===== src/rtl/router_reg.sv =====
// router_reg: datapath register stage of the 1x3 router.
//
// Sits directly downstream of the router control FSM and uses its one-hot
// state decodes to steer the byte presented to the destination FIFOs.
// It latches the packet header, parks one byte while the addressed FIFO is
// full, accumulates running parity and flags a parity mismatch.
//
// Ports:
//   clock          rising-edge clock
//   resetn         synchronous active-low reset
//   pkt_valid      source byte valid; drops on the parity byte
//   data_in        header ([WIDTH-1:2] length, [1:0] addr), payload, parity
//   fifo_full      full flag of the currently addressed FIFO
//   detect_add     FSM in DECODE_ADDRESS
//   lfd_state      FSM in LOAD_FIRST_DATA
//   ld_state       FSM in LOAD_DATA
//   laf_state      FSM in LOAD_AFTER_FULL
//   full_state     FSM in FIFO_FULL_STATE
//   rst_int_reg    FSM in CHECK_PARITY_ERROR
//   dout           byte written to the addressed FIFO
//   parity_done    parity byte has been forwarded to dout
//   low_pkt_valid  pkt_valid fell while in LOAD_DATA
//   err            received parity differs from computed parity
module router_reg #(
  parameter int unsigned WIDTH = 8
) (
  input  logic             clock,
  input  logic             resetn,
  input  logic             pkt_valid,
  input  logic [WIDTH-1:0] data_in,
  input  logic             fifo_full,
  input  logic             detect_add,
  input  logic             lfd_state,
  input  logic             ld_state,
  input  logic             laf_state,
  input  logic             full_state,
  input  logic             rst_int_reg,
  output logic [WIDTH-1:0] dout,
  output logic             parity_done,
  output logic             low_pkt_valid,
  output logic             err
);

  logic [WIDTH-1:0] dout_q, dout_d;
  logic [WIDTH-1:0] header_byte_q, header_byte_d;
  logic [WIDTH-1:0] hold_byte_q, hold_byte_d;
  logic [WIDTH-1:0] internal_parity_q, internal_parity_d;
  logic [WIDTH-1:0] packet_parity_q, packet_parity_d;
  logic             parity_done_q, parity_done_d;
  logic             low_pkt_valid_q, low_pkt_valid_d;
  logic             err_q, err_d;

  // Header and dout/hold steering.
  always_comb begin
    header_byte_d = header_byte_q;
    hold_byte_d   = hold_byte_q;
    dout_d        = dout_q;

    // Address 2'b11 has no destination FIFO, so such a header is ignored.
    if (detect_add && pkt_valid && (data_in[1:0] != 2'b11)) begin
      header_byte_d = data_in;
    end

    if (lfd_state) begin
      dout_d = header_byte_q;
    end else if (ld_state && !fifo_full) begin
      dout_d = data_in;
    end else if (ld_state && fifo_full) begin
      // Park the byte; it is replayed from hold_byte in LOAD_AFTER_FULL.
      hold_byte_d = data_in;
    end else if (laf_state) begin
      dout_d = hold_byte_q;
    end
  end

  // Parity accumulation and status flags.
  always_comb begin
    internal_parity_d = internal_parity_q;
    packet_parity_d   = packet_parity_q;
    low_pkt_valid_d   = low_pkt_valid_q;
    parity_done_d     = parity_done_q;
    err_d             = err_q;

    // A parked byte is folded in when it arrives, never again on replay.
    if (detect_add) begin
      internal_parity_d = '0;
    end else if (lfd_state) begin
      internal_parity_d = internal_parity_q ^ header_byte_q;
    end else if (ld_state && pkt_valid && !full_state) begin
      internal_parity_d = internal_parity_q ^ data_in;
    end

    if (detect_add) begin
      packet_parity_d = '0;
    end else if (ld_state && !pkt_valid) begin
      packet_parity_d = data_in;
    end

    // Set wins over clear.
    if (ld_state && !pkt_valid) begin
      low_pkt_valid_d = 1'b1;
    end else if (rst_int_reg) begin
      low_pkt_valid_d = 1'b0;
    end

    if (detect_add) begin
      parity_done_d = 1'b0;
    end else if (ld_state && !fifo_full && !pkt_valid) begin
      parity_done_d = 1'b1;
    end else if (laf_state && low_pkt_valid_q && !parity_done_q) begin
      // Parity byte was parked and is being replayed now.
      parity_done_d = 1'b1;
    end

    if (detect_add) begin
      err_d = 1'b0;
    end else if (rst_int_reg && parity_done_q && (internal_parity_q != packet_parity_q)) begin
      err_d = 1'b1;
    end
  end

  always_ff @(posedge clock) begin
    if (!resetn) begin
      dout_q        <= '0;
      header_byte_q <= '0;
      hold_byte_q   <= '0;
    end else begin
      dout_q        <= dout_d;
      header_byte_q <= header_byte_d;
      hold_byte_q   <= hold_byte_d;
    end
  end

  always_ff @(posedge clock) begin
    if (!resetn) begin
      internal_parity_q <= '0;
      packet_parity_q   <= '0;
    end else begin
      internal_parity_q <= internal_parity_d;
      packet_parity_q   <= packet_parity_d;
    end
  end

  always_ff @(posedge clock) begin
    if (!resetn) begin
      low_pkt_valid_q <= 1'b0;
      parity_done_q   <= 1'b0;
      err_q           <= 1'b0;
    end else begin
      low_pkt_valid_q <= low_pkt_valid_d;
      parity_done_q   <= parity_done_d;
      err_q           <= err_d;
    end
  end

  assign dout          = dout_q;
  assign parity_done   = parity_done_q;
  assign low_pkt_valid = low_pkt_valid_q;
  assign err           = err_q;

endmodule


===== config.mk =====
export PLATFORM = sky130hd
export DESIGN_NAME = router_reg
export DESIGN_NICKNAME = d
export VERILOG_FILES = /design/src/rtl/router_reg.sv
export SDC_FILE = /design/constraint.sdc
export NUM_CORES = 1
export LEC_CHECK = 0
export CAP_MARGIN = 10
export CORE_MARGIN = 10
export CORE_UTILIZATION = 45
export CTS_BUF_LIST = sky130_fd_sc_hd__clkbuf_4 sky130_fd_sc_hd__clkbuf_8
export CTS_CLUSTER_SIZE = 10
export DETAILED_ROUTE_END_ITERATION = 10
export DONT_BUFFER_PORTS = 1
export PLACE_DENSITY = 0.64
export SETUP_SLACK_MARGIN = 0.3
export SLEW_MARGIN = 20
export SYNTH_ARGS = -nofsm -noshare
export SYNTH_HDL_FRONTEND = slang
export SYNTH_SLANG_ARGS = --single-unit

===== constraint.sdc =====
create_clock -name clock -period 1 [get_ports clock]
set_input_delay 0.05 -clock clock [delete_from_list [all_inputs] [get_ports clock]]
set_output_delay 0.05 -clock clock [all_outputs]
set_load 0.05 [all_outputs]

==> results of run 1 <==
==> synthesized netlist by cell type, drive strengths merged <==
master	instances	area share [%]
o21ai	10	2.6
mux2	8	4.7
nand3b	1	0.39
xor2	8	3.6
nor2b	19	6.6
nor4b	1	1.2
a221oi	1	0.45
dfxtp	43	45
and4bb	1	0.65
nor2	10	1.9
o21a	1	0.39
nand2b	1	0.33
clkbuf	4	0.78
xnor2	8	3.6
a21oi	8	2.1
buf	6	2.0
nand2	27	5.3
inv	2	0.39
and2b	1	0.39
nand4	2	0.65
nand3	1	0.52
o31ai	1	1.1
a22oi	8	3.1
mux2i	24	12
==> flip-flops by register name (all words and copies together) (netlist names) <==
name and count:
internal_parity_q 8, err 1, header_byte_q 8, parity_done 1, dout 8, packet_parity_q 8, hold_byte_q 8, low_pkt_valid 1
==> cells by family (layout without fill, tap and decap cells) <==
family / Yosys count / in the layout / share of synthesized area, %
DFF: 43 / 43 / 44.7
xor gates and xnor gates: 16 / 16 / 7.28
muxes: 32 / 32 / 17.2
AOI/OAI and AO/OA: 29 / 29 / 9.75
buffers and inverters: 12 / 48 / 3.18
and+or+nand+nor: 64 / 64 / 17.9
==> power by group through the flow <==
stage,combinational (µW),clock [µW],sequential (µW)
floorplan,291,0,1900
global placement,370,0,1850
detailed placement,380,0,1850
CTS,471,1260,1810
global route,541,1340,1830
finish,504,1220,1820
==> worst min-delay path by stage <==
| stage | endpoint | cells past startpoint |
|---|---|---|
| global placement | low_pkt_valid | 1 |
| CTS | low_pkt_valid | 1 |
| global route | low_pkt_valid | 1 |
| finish | low_pkt_valid | 1 |
| detailed placement | low_pkt_valid | 1 |
| floorplan | packet_parity_q[0] | 2 |
==> what timing repair did <==
action	in CTS	in global routing
resized for setup	44	39
pin swaps	9	17
endpoints found under the setup margin	30	41
buffers inserted	8	6
endpoints found under the hold margin	34	26
==> metrics by stage <==
step                hold slack [ns]  instances  TNS (ns)  cell area [µm²]
floorplan                     0.186        196         0             2030
global placement              0.172        252    -0.612             2120
detailed placement            0.173        252     -1.03             2120
CTS                          -0.139        276         0             2480
global route                 -0.142        282         0             2640
finish                       -0.129        282         0             2640
==> routing by layer <==
layer,vias up,wire [µm],part of all wire (%)
li1,733,-,-
met1,706,1950,40
met2,38,2500,51
met3,11,352,7.2
met4,0,117,2.4
met5,-,0,0
==> final cells by class <==
class	instances	area [µm²]	area share, %
clock buffer	8	104	3.94
multi-input combinational	141	1140	43.2
inverter	2	7.51	0.285
timing repair buffer	38	413	15.7
tap	50	62.6	2.37
sequential	43	910	34.5
==> reports/qor.yml, run 1 <==
critical_path:
  startpoint: "internal_parity_q[1]"
  reg2regPathDepth: 4
  worst-path-stages: 4
  crit_type: "flip-flop to flip-flop"
  setup.worst_path.end_class: "flip-flop"
  worstSetupEndpoint: "err"
  reg2reg_setup_slack_ns: 0.05
  r2r_end: "err"
  cp_top_family: "flip-flops"
  slowest_delay_ns: 0.38
  critPathSlowestCell: "dfxtp_1"
  critical_path_arrival_ns: 1.13
  timing.critical_path.buf_inv: 0
  setup.worst_path.start_class: "flip-flop"
  critical_path_required_ns: 1.18
  worst_path_most_repeated_cell: "o21ai_1"
  critical_path_peak_fanout: 2
  cp_cell_sequence: "xnor2_1 > nand4_1 > o21ai_1 > o21ai_1"
  rr_startpoint: "internal_parity_q[1]"
clock_network:
  cts.path.max_buffers: 2
  clk_root_buffer_cell: "clkbuf_8"
  cts_num_sinks: 43
  tritoncts.num_buffers: 5
  worst_skew_pair.late_latency_ns: 0.29
  postCtsHoldBufs: 8
  htreeDepth: 2
  clock_pin_slew_of_the_registers_on_the_worst_case_setup_and_hold_paths_ns: 0.07
  cts_tree: "done"
detailed_routing:
  wl_per_cell_um: 17.5
  detailedRoute.firstIterationViolations: 91
  final_antenna_net_count: 0
  detail_route.first_pass.iterations: 4
  detail_route.drc_violations: 0
  viasPerCell: 5.28
  vias: 1488
  routed_wirelength_um: 4920
floorplanning:
  core_area_mm2: 0.00406
  die_outline_area_mm2: 0.00730
  num_rows: 23
  initial_core_util_pct: 47.5
  io-pin-count: 29
  dieHeight_um: 85.4
  dieWidth_um: 85.4
min_path:
  hold_path_class: "input port to flip-flop"
  min_from: "resetn"
placed_design:
  port_buffers: 0
  gp_congestion: 0.715
  dp.final_hpwl_um: 3320
  detailedPlace.worstSlack_ns: -0.181
power_and_ir_drop:
  total_power_uw: 3550
  cell_internal_pwr_uw: 2700
  switching_pwr_uw: 848
  power.sequential.fraction_pct: 51.3
  power_density_mw_per_mm2: 1350
  total_leakage_power_uw: 0.00108
  switching_share_pct: 23.9
  vdd.ir_drop.worst_uv: 688
  p_comb_share_pct: 14.2
  p_clk_share_pct: 34.5
global_routing:
  grt.total_usage_pct: 13.9
  first_global_vias: 1645
  grt_pass1_wl_um: 8110
  routing_usage_on_met3_pct: 5.64
  global_route_total_overflow: 0
  gr_met2_demand_resource_pct: 23.7
  grt_most_used_layer: "met2"
  largest_net_degree_at_the_start_of_global_routing: 21
  antenna_violations_before_repair: 0
  global_route.usage.met1_pct: 14.8
run_status:
  outcome: "complete, but fails checks"
  failed_checks: "negative hold slack"
synthesis:
  netlist_area_mm2: 0.00193
  synth-seq-area-share_pct: 44.7
  synth_nets: 214
  syn_area_per_cell_um2: 9.82
  ys.warnings.count: 0
  synthDistinctLibCells: 28
  gate_count_of_the_mapped_netlist: 196
  ys_seq_elements: 43
cells_and_area:
  layout-drive-gt1-share_pct: 44.0
  nNetsFinal: 249
  layout-area-overhead-vs-synth_pct: 36.9
  final_common_cell: "dfxtp_2"
  diode_insertion_count_for_antenna_repair: 0
  layout.filler_cells: 320
  final_util_pct: 65.0
  final_cell_mix: "30 x dfxtp_2, 27 x nand2_1, 22 x mux2i_1"
timing:
  max-slew-margin-rel_pct: 73.6
  max_freq_ghz: 1.05
  final_hold_viol_count: 26
  report.final.setup_viol: 0
  final.hold.worst_slack_ns: -0.129
  fin_ws_ns: 0.0473
  final_max_slew_viol_count: 0
  clock-skew-final_ns: 0.00521
  rsz0062_at_grt: "true"
  worst-slew-pin-transition_ns: 0.395
  period_share_pct: 95.3
  period_minus_slack_ns: 0.953
run:
  max-cap-violations: 0
No activity file was read; power rests on OpenSTA's default activity.
==> run 2: changes to the inputs <==
- CORE_UTILIZATION: 45 -> 34
- PLACE_DENSITY: 0.64 -> 0.52
==> run 2 against run 1 <==
Compared with the run above:
- the flow still finishes with violations (negative hold slack)
- register-to-register slack gained 0.03 ns
- worst hold slack gained 0.0032 ns
- die area grew 24%
- combinational power shrank 3%
- cell area shrank 0.71%
- non-clock buffer count shrank 4
- clock power grew 9%
- first-iteration DRC count shrank 73%
- largest cell class unchanged
- largest power group unchanged
==> reports/qor.yml, run 2 (synthesis results as in run 1) <==
placed_design:
  dp.final_hpwl_um: 3250  # -2.2%
  detailed_place.area_mm2: 0.00217  # +2.4%
  detailedPlace.worstSlack_ns: -0.222  # -0.0416 ns
  gp_congestion: 0.797  # +11%
  port_buffers: 0  # unchanged
cells_and_area:
  diode_insertion_count_for_antenna_repair: 0  # unchanged
  final_cell_area_excluding_filler_cells_mm2: 0.00262  # -0.71%
  final_cell_mix: "32 x dfxtp_2, 27 x nand2_1, 22 x mux2i_1"
  final_common_cell: "dfxtp_2"
  layout-area-overhead-vs-synth_pct: 35.9
  nNetsFinal: 246  # -1.2%
  final_util_pct: 47.5  # -17 points
  layout.filler_cells: 506  # +58%
  multiInputGateArea_mm2: 0.00113  # -0.88%
  register_area_um2: 908  # -0.14%
  layout-drive-gt1-share_pct: 42.5  # -1.4 points
global_routing:
  largest_net_degree_at_the_start_of_global_routing: 21  # unchanged
  grt_pass1_wl_um: 8100  # -0.17%
  antenna_violations_before_repair: 0  # unchanged
  global_route_total_overflow: 0  # unchanged
  first_global_vias: 1604  # -2.5%
  grt.total_usage_pct: 11.7  # -2.2 points
critical_path:
  critical_path_peak_fanout: 2  # unchanged
  cp_cell_sequence: "xnor2_2 > nand4_1 > o21ai_1 > o21ai_1"
  setup.worst_path.end_class: "flip-flop"
  reg2regPathDepth: 4  # unchanged
  timing.critical_path.buf_inv: 0  # unchanged
  worst_path_most_repeated_cell: "o21ai_1"
  critical_path_arrival_ns: 1.11  # -0.02 ns
  worst-path-stages: 4  # unchanged
  critical_path_required_ns: 1.18  # about the same
  setup.worst_path.start_class: "flip-flop"
  slowest_delay_ns: 0.34  # -0.04 ns
  critPathSlowestCell: "dfxtp_2"
  crit_type: "flip-flop to flip-flop"
  cp_top_family: "flip-flops"
power_and_ir_drop:
  total_leakage_power_uw: 0.00104  # -4.0%
  vdd.ir_drop.worst_uv: 677  # -1.6%
  total_power_uw: 3640  # +2.6%
  power_density_mw_per_mm2: 1390  # +3.3%
detailed_routing:
  wl_per_cell_um: 16.4  # -6.0%
  final_antenna_net_count: 0  # unchanged
  viasPerCell: 4.84  # -8.2%
  detail_route.first_pass.iterations: 4  # unchanged
  detail_route.drc_violations: 0  # unchanged
  vias: 1453  # -2.4%
  detailedRoute.firstIterationViolations: 25  # -73%
  routed_wirelength_um: 4920  # about the same
floorplanning:
  io-pin-count: 29  # unchanged
  die_outline_area_mm2: 0.00907  # +24%
  core_area_mm2: 0.00551  # +36%
  dieWidth_um: 95.3  # +12%
  dieHeight_um: 95.3  # +12%
  num_rows: 27  # +17%
  initial_core_util_pct: 35.0  # -12 points
min_path:
  hold_path_class: "input port to flip-flop"
  worstHoldPathCells: 1  # unchanged
timing:
  report.final.setup_viol: 0  # unchanged
  max-slew-margin-rel_pct: 65.4  # -8.3 points
  period_share_pct: 92.6  # -2.6 points
  totalNegativeSetupSlack_ns: 0  # unchanged
  worst-slew-pin-transition_ns: 0.517  # +0.122 ns
  final_max_slew_viol_count: 0  # unchanged
  fin_ws_ns: 0.0737  # +0.0264 ns
  final_hold_viol_count: 26  # unchanged
  max_freq_ghz: 1.08  # +2.8%
  period_minus_slack_ns: 0.926  # -0.0264 ns
  rsz0062_at_grt: "true"
  clock-skew-final_ns: 0.00431  # -0.000897 ns
  final.hold.worst_slack_ns: -0.125  # +0.00320 ns
clock_network:
  clk_root_buffer_cell: "clkbuf_8"
  worst_skew_pair.late_latency_ns: 0.29  # about the same
  cts_num_sinks: 43  # unchanged
  cts_tree: "done"
  cts.path.max_buffers: 2  # unchanged
  tritoncts.num_buffers: 5  # unchanged
  htreeDepth: 2  # unchanged
  postCtsHoldBufs: 8  # unchanged
  clock_pin_slew_of_the_registers_on_the_worst_case_setup_and_hold_paths_ns: 0.08  # about the same
run:
  max-cap-violations: 0  # unchanged
run_status:
  outcome: "complete, but fails checks"
  failed_checks: "negative hold slack"
-- run 2: cell count changes in the layout (fill, tap and decap cells not counted), sizes merged --
cell	delta
buf	-4
bufinv	+1
dlymetal6s4s	-3
dlygate4sd3	+3
clkbuf	-2
nor2b	+1
-- run 2: final timing paths --
path | startpoint | endpoint | slack, ns
hold reg to reg | dout[4] | dout[4] | 0.46
setup / recovery | packet_parity_q[6] | err | 0.07
hold / removal | resetn | low_pkt_valid | -0.13
setup reg to reg | packet_parity_q[6] | err | 0.07
-- run 2: routing by layer --
metal	wire length, µm	track usage (%)
met1	1960	12.4
met2	2560	20.9
met3	337	4.56
met4	60	3.37
met5	0	0
-- run 2: worst reg2reg max path, delay by kind of cell, from the launching register on --
family	cells	cell delay, ns
AOI/OAI and AO/OA	2	0.20
xor gates and xnor gates	1	0.15
DFF	1	0.34
and+or+nand+nor	1	0.13
-- run 2: repair_timing --
| item | CTS | global route |
|---|---|---|
| cloned | 1 | 0 |
| hold endpoints to repair | 34 | 26 |
| endpoints found under the setup margin | 30 | 37 |
| pin swaps | 11 | 12 |
| resized for setup | 53 | 27 |
| setup buffers | 5 | 2 |
-- run 2: area by class of cell --
cell class	count	share of cell area [%]
Clock buffer	6	2.92
Inverter	2	0.287
Sequential cell	43	34.7
Timing Repair Buffer	34	14.3
Tap cell	72	3.44
Clock inverter	1	1.15
Multi-Input combinational cell	142	43.2
-- run 2: power breakdown --
part	switching, µW	internal [µW]	total [µW]
sequential	45.7	1770	1820
clock	569	759	1330
combinational	231	259	490
total	846	2790	3640
-- run 2: metrics by stage --
| step | hold WS [ns] | instances |
|---|---|---|
| 5_1_grt | -0.137 | 300 |
| 4_1_cts | -0.133 | 298 |
| 2_1_floorplan | 0.186 | 196 |
| 6_report | -0.125 | 300 |
| 3_5_place_dp | 0.182 | 277 |
| 3_3_place_gp | 0.173 | 277 |
